===== src/rtl/imem_fetch_ctrl.sv =====
// Instruction fetch controller: owns the PC, fetches from a combinational IMEM into a
// 2-entry queue and hands {pc, instruction} pairs to decode; handles redirects and halt.
module imem_fetch_ctrl #(
  parameter logic [7:0]  RESET_PC  = 8'h00,
  parameter logic [31:0] HALT_WORD = 32'hFFFF_FFFF
) (
  input  logic        clk,
  input  logic        rst,
  input  logic        FETCH_en,
  output logic [7:0]  IMEM_PC,
  input  logic [31:0] IMEM_instruction,
  input  logic        redirect_valid,
  input  logic [7:0]  redirect_pc,
  output logic        out_valid,
  input  logic        out_ready,
  output logic [31:0] out_instruction,
  output logic [7:0]  out_pc,
  output logic        halted
);
  localparam logic [1:0] S_IDLE = 2'd0;
  localparam logic [1:0] S_RUN  = 2'd1;
  localparam logic [1:0] S_HALT = 2'd2;

  logic [1:0]       state_q, state_d;
  logic [7:0]       pc_q, pc_d;
  logic [1:0]       count_q, count_d;
  logic             head_q, head_d, tail_q, tail_d;
  logic [1:0][39:0] ent_q, ent_d;

  logic pop, push, is_halt;
  logic unused_redirect_lsbs;

  assign unused_redirect_lsbs = ^redirect_pc[1:0];

  assign IMEM_PC         = pc_q;
  assign out_valid       = (count_q != 2'd0);
  assign out_pc          = out_valid ? ent_q[head_q][39:32] : 8'h00;
  assign out_instruction = out_valid ? ent_q[head_q][31:0]  : 32'h0;
  assign halted          = (state_q == S_HALT);

  assign pop     = out_valid && out_ready;
  assign is_halt = (IMEM_instruction == HALT_WORD);
  // A full queue can still accept a push when the head leaves in the same cycle.
  assign push    = (state_q == S_RUN) && FETCH_en && !redirect_valid &&
                   ((count_q != 2'd2) || pop);

  always_comb begin
    state_d = state_q;
    pc_d    = pc_q;
    count_d = count_q;
    head_d  = head_q;
    tail_d  = tail_q;
    ent_d   = ent_q;
    if (redirect_valid) begin
      count_d = 2'd0;
      head_d  = 1'b0;
      tail_d  = 1'b0;
      pc_d    = {redirect_pc[7:2], 2'b00};
      state_d = ((state_q == S_HALT) || FETCH_en) ? S_RUN : S_IDLE;
    end else begin
      if (push) begin
        ent_d[tail_q] = {pc_q, IMEM_instruction};
        tail_d        = ~tail_q;
        // PC parks on the sentinel address so a later redirect is the only way out.
        if (!is_halt) pc_d = pc_q + 8'd4;
      end
      if (pop) head_d = ~head_q;
      count_d = count_q + {1'b0, push} - {1'b0, pop};
      case (state_q)
        S_IDLE:  if (FETCH_en) state_d = S_RUN;
        S_RUN:   if (push && is_halt) state_d = S_HALT;
                 else if (!FETCH_en) state_d = S_IDLE;
        S_HALT:  state_d = S_HALT;
        default: state_d = S_IDLE;
      endcase
    end
  end

  always_ff @(posedge clk) begin
    if (rst) begin
      state_q <= S_IDLE;
      pc_q    <= RESET_PC;
      count_q <= 2'd0;
      head_q  <= 1'b0;
      tail_q  <= 1'b0;
      ent_q   <= '0;
    end else begin
      state_q <= state_d;
      pc_q    <= pc_d;
      count_q <= count_d;
      head_q  <= head_d;
      tail_q  <= tail_d;
      ent_q   <= ent_d;
    end
  end
endmodule


===== config.mk =====
export PLATFORM = sky130hd
export DESIGN_NAME = imem_fetch_ctrl
export DESIGN_NICKNAME = d
export VERILOG_FILES = /design/src/rtl/imem_fetch_ctrl.sv
export SDC_FILE = /design/constraint.sdc
export NUM_CORES = 1
export LEC_CHECK = 0
export BUFFER_PORTS_ARGS = -buffer_cell sky130_fd_sc_hd__clkbuf_2
export CORE_MARGIN = 2
export CORE_UTILIZATION = 30
export DETAILED_ROUTE_END_ITERATION = 8
export GPL_ROUTABILITY_DRIVEN = 1
export HOLD_SLACK_MARGIN = 0.05
export PLACE_DENSITY = 0.47
export RECOVER_POWER = 100
export SYNTH_ARGS = -nofsm -noshare
export SYNTH_HDL_FRONTEND = slang
export SYNTH_SLANG_ARGS = --single-unit

===== constraint.sdc =====
create_clock -name clk -period 4.16 [get_ports clk]
set_input_delay 0.832 -clock clk [delete_from_list [all_inputs] [get_ports clk]]
set_output_delay 0.832 -clock clk [all_outputs]
set_load 0.01 [all_outputs]

-- Word-level counts from Yosys, hierarchy flattened
Cells that the tools add are included.
- memories kept: 0
- RAM bits: 0
- bits in read-only memories: 0
- flip-flop bits (word level): 94
- bits in latches: 0
- div/mod/pow operators: 0
- equal/unequal tests: 7
- reduce and logical (&&, ||, !) cells: 17
- muxes and demuxes: 16
- shift operators: 0
- $add $sub $neg: 3
- $mul: 0
- bitwise gates (word level): 4
- order comparisons: 3
- operator list (kind ; number):
    $mux W40 ; 3
    $bwmux W80 ; 1
    $demux W40 S1 ; 1
    $eq A32 B32 Y1 const B ; 1
    $mux W32 ; 1
    $mux W8 ; 4
    $add A8 B3 Y8 const B ; 1
    $mux W2 ; 4
    $reduce_and A2 Y1 ; 4
    $logic_and A1 B1 Y1 ; 6
    $pmux W2 S3 ; 1
    $lt A1 B2 Y1 const B ; 2
    $ne A2 B2 Y1 const B ; 2
    $ne A4 B3 Y1 const B ; 1
    $not A1 Y1 ; 4
    $reduce_bool A2 Y1 ; 2
    $ne A3 B3 Y1 const B ; 1
    $add A2 B1 Y2 ; 1
    $eq A2 B1 Y1 const B ; 1
    $eq A2 B2 Y1 const B ; 1
    $logic_not A2 Y1 ; 1
    $logic_or A1 B1 Y1 ; 2
    $reduce_or A2 Y1 ; 1
    $sub A2 B1 Y2 ; 1
    3 further kinds ; 3

-- Longest topological paths before layout
- word-level depth: 8
- depth in mapped cells: 9
- mapped depth without buffers: 9

-- Worst setup path before layout
OpenSTA, ideal clock, no wires.
- path type: input -> register
- from: input port out_ready
- to: register count_q[1]
- data required time: 4.040 ns
- cell stages on the path: 8
- slack: 1.925 ns
- library setup time: 0.120 ns
- arrival: 2.115 ns
- cells stage by stage: or3b_1 -> nand4_2 -> ha_1 -> inv_1 -> ha_1 -> xor2_1 -> xnor2_1 -> nor2_1
- cells in the longest elaborated chain, start to end: 5
- RTL lines (item ; line ; source):
    start, declared ; 15 ; input logic out_ready,
    $logic_and A1 B1 Y1 * ; 41 ; assign pop = out_valid && out_ready;
    $logic_or A1 B1 Y1 ; 45 ; ((count_q != 2'd2) || pop);
    $logic_and A1 B1 Y1 ; 44 ; assign push = (state_q == S_RUN) && FETCH_en && !redirect_valid &&
    $add A2 B1 Y2 ; 68 ; count_d = count_q + {1'b0, push} - {1'b0, pop};
    $sub A2 B1 Y2 * ; 68 ;
    end signal, assigned ; 90 ; count_q <= count_d;
    end, declared ; 26 ; logic [1:0] count_q, count_d;
Every way passes the cells marked *; elsewhere a longest branch is shown, timed or not.
A chain may end at the register's enable or synchronous reset.

-- Worst setup path after layout
- from: input port out_ready
- to: register ent_q[52] (netlist name)
- cells in the longest elaborated chain, start to end: 4
- RTL lines (item ; line ; source):
    $logic_and A1 B1 Y1 ; 41 ;
    $logic_or A1 B1 Y1 ; 45 ;
    $logic_and A1 B1 Y1 ; 44 ;
    $reduce_and A2 Y1 (no source line) ; n/a ;
    end signal, assigned ; 93 ; ent_q <= ent_d;
    end, declared ; 28 ; logic [1:0][39:0] ent_q, ent_d;
Every way passes these cells.

==> results.ini <==
[setup_path]
critPathKind = in2reg
arrival_ns = 3.29
crit_fanout = 15
cp-end-kind = register
critPathLaunchType = primary input
cp.required_ns = 4.37

[die]
io_pins = 95
die_h_um = 119
start_util = 0.310
dieArea_um2 = 14100
core_um2 = 12800
die_width_um = 119
row_count = 41

[place]
io_buffers = 88
place.gp.congestion = 0.746
post_dp_cell_area_um2 = 4490
dp.final_hpwl_um = 7020

[run]
drv_cap = 0

[cts]
postCtsSetupBuffers = 0
cts_resized = 0
cts_buffers = 9
clock_latency_ns = 0.34
root_buffer = clkbuf_16
cts_tree = done
clkSinkCount = 88
hold_buffers = 0
htree_levels = 3
clk_path_buf_depth = 2
cts.clk_slew.worst_paths_ns = 0.06

[drt]
met2_length_um = 5020
first_pass_iters = 4
vias_per_cell = 4.70
route.vias.total = 3341
first_iter_violations = 128
wirelength_um = 10500
met1Wirelength_um = 4900
routed.top_layer = met4
avgRoutedWirePerCell_um = 14.7
route.met3.wl_um = 355
ant_nets = 0
drc = 0

[global_routing]
grt_max_degree = 51
grtUsageTotal = 0.153
antenna_found_initial = 0
overflow = 0
grt_pass1_wl_um = 17000
grt_pass1_vias = 3367

[sta]
skew_ns = 0.00474
final.setup.tns_ns = 0
fin_crit_ns = 3.08
final_hold_viol_count = 0
slew_violations = 0
tightestPinTransition_ns = 1.22
fin_crit_sh = 0.741
fmax_mhz = 324
maxSlewHeadroom = 0.186
setup_viol = 0
rsz0062_at_grt = false

[cells_and_area]
seq_area_um2 = 1760
num_antenna_cells = 0
fin_nets = 585
synthToLayoutAreaGrowth_pct = 17.7
multiInputGateArea_um2 = 1960
drive_gt1_frac = 0.126
fill_cells = 1350
design_area_um2 = 4660

[yosys]
ys_seq_elements = 88
synth.avg_cell_area_um2 = 8.56
synth_cell_types = 33
netlist_area_um2 = 3960
ys_seq_area_frac = 0.445
syn_inst = 463
yosys_warnings = 0

[power]
leakagePower_uw = 0.00185
peakVddDrop_mv = 0.155
cellPowerDensity_nw_per_um2 = 359
p_total_uw = 1680

[status]
outcome = finished, final reports clean

[min_path]
hold_class = reg2reg

-- routing by layer --
metal / GRT usage / vias up
met5: 0 / -
met4: 0.0603 / 0
met3: 0.0316 / 13
met2: 0.255 / 73
met1: 0.195 / 1575
li1: - / 1680
-- cell usage in the layout (no fill, tap or decap), drive strengths merged, types with 2 or more instances in the layout --
cell / count
nor4: 2
inv: 7
dfxtp: 88
xnor2: 4
conb: 4
clkbuf: 100
a2111oi: 3
mux2i: 77
a21oi: 41
clkinv: 3
nor3: 2
a211oi: 4
nor2: 91
ha: 3
or2: 2
buf: 7
nand2: 80
nand4: 10
-- synth_stat cells (all sizes together) --
cell,instances,area (µm²)
nand4,10,68.8
a21oi,41,205
xnor2,4,35.0
nand3,1,5.00
nor4,2,25.0
dfxtp,88,1760
clkbuf,18,67.6
a311oi,1,8.76
or3b,1,8.76
a31o,1,8.76
o22ai,1,6.26
mux2i,77,771
a2111oi,3,26.3
buf,18,155
nand2b,1,6.26
nor3,2,10.0
and3,1,6.26
nor2,91,342
nand2,80,300
and2,1,6.26
nor2b,1,6.26
a211oi,4,30.0
inv,7,26.3
or2,2,12.5
o21ba,1,10.0
conb,1,3.75
ha,3,37.5
clkinv,1,3.75
xor2,1,8.76
-- flip-flops by register name (all words and copies together), names as in the netlist --
signal   count
head_q       1
count_q      2
IMEM_PC      6
state_q      2
tail_q       1
ent_q       76
-- area by class of cell --
| cell class | count | area share |
|---|---|---|
| multi-input cells | 334 | 0.420 |
| flip-flops and latches | 88 | 0.378 |
| repair buffers | 96 | 0.0977 |
| inverters | 8 | 0.00644 |
| clock inverters | 2 | 0.00215 |
| clock buffers | 11 | 0.0499 |
| well taps | 172 | 0.0462 |
-- worst max-delay path, stage by stage --
cell,delay (ns)
clkbuf_2,0.09
or3b_1,0.35
nand4_1,0.29
or2_0,0.97
buf_4,0.45
mux2i_1,0.25
nor2_1,0.06
-- logic make-up (layout without fill, tap and decap cells) --
group | after synthesis | count (layout) | share of synthesized area
buf+inv | 44 | 117 | 0.0638
fa+ha+maj | 3 | 3 | 0.00947
compound gates | 52 | 52 | 0.0745
mux | 77 | 77 | 0.195
flops | 88 | 88 | 0.445
other cells | 1 | 4 | 0.000946
xor+xnor | 5 | 5 | 0.0111
simple gates | 193 | 193 | 0.201
-- report_power, final --
part / internal [µW] / leakage (µW) / switching, µW
sequential: 856 / 0.000712 / 12.7
clock: 393 / 0.000121 / 312
combinational: 36.9 / 0.00101 / 65.1
-- per-stage QoR --
step / cells / hold slack [ns] / util / setup slack [ns]
floorplan: 466 / 0.436 / - / 1.93
global placement: 698 / 0.441 / 0.352 / 1.40
detailed placement: 698 / 0.446 / 0.352 / 1.39
CTS: 711 / 0.454 / 0.371 / 1.40
global route: 711 / 0.472 / 0.365 / 0.834
finish: 711 / 0.454 / 0.365 / 1.08
-- final timing paths --
| check | cells after the start | slack (ns) | from | end |
|---|---|---|---|---|
| max reg2reg | 6 | 1.24 | count_q[1]$_SDFF_PP0_ | ent_q[52]$_SDFFE_PP0P_ |
| max | 7 | 1.08 | out_ready | ent_q[52]$_SDFFE_PP0P_ |
| min | 2 | 0.45 | ent_q[39]$_SDFFE_PP0P_ | ent_q[39]$_SDFFE_PP0P_ |
| min reg2reg | 2 | 0.45 | ent_q[39]$_SDFFE_PP0P_ | ent_q[39]$_SDFFE_PP0P_ |
(Power assumes the default switching activity.)
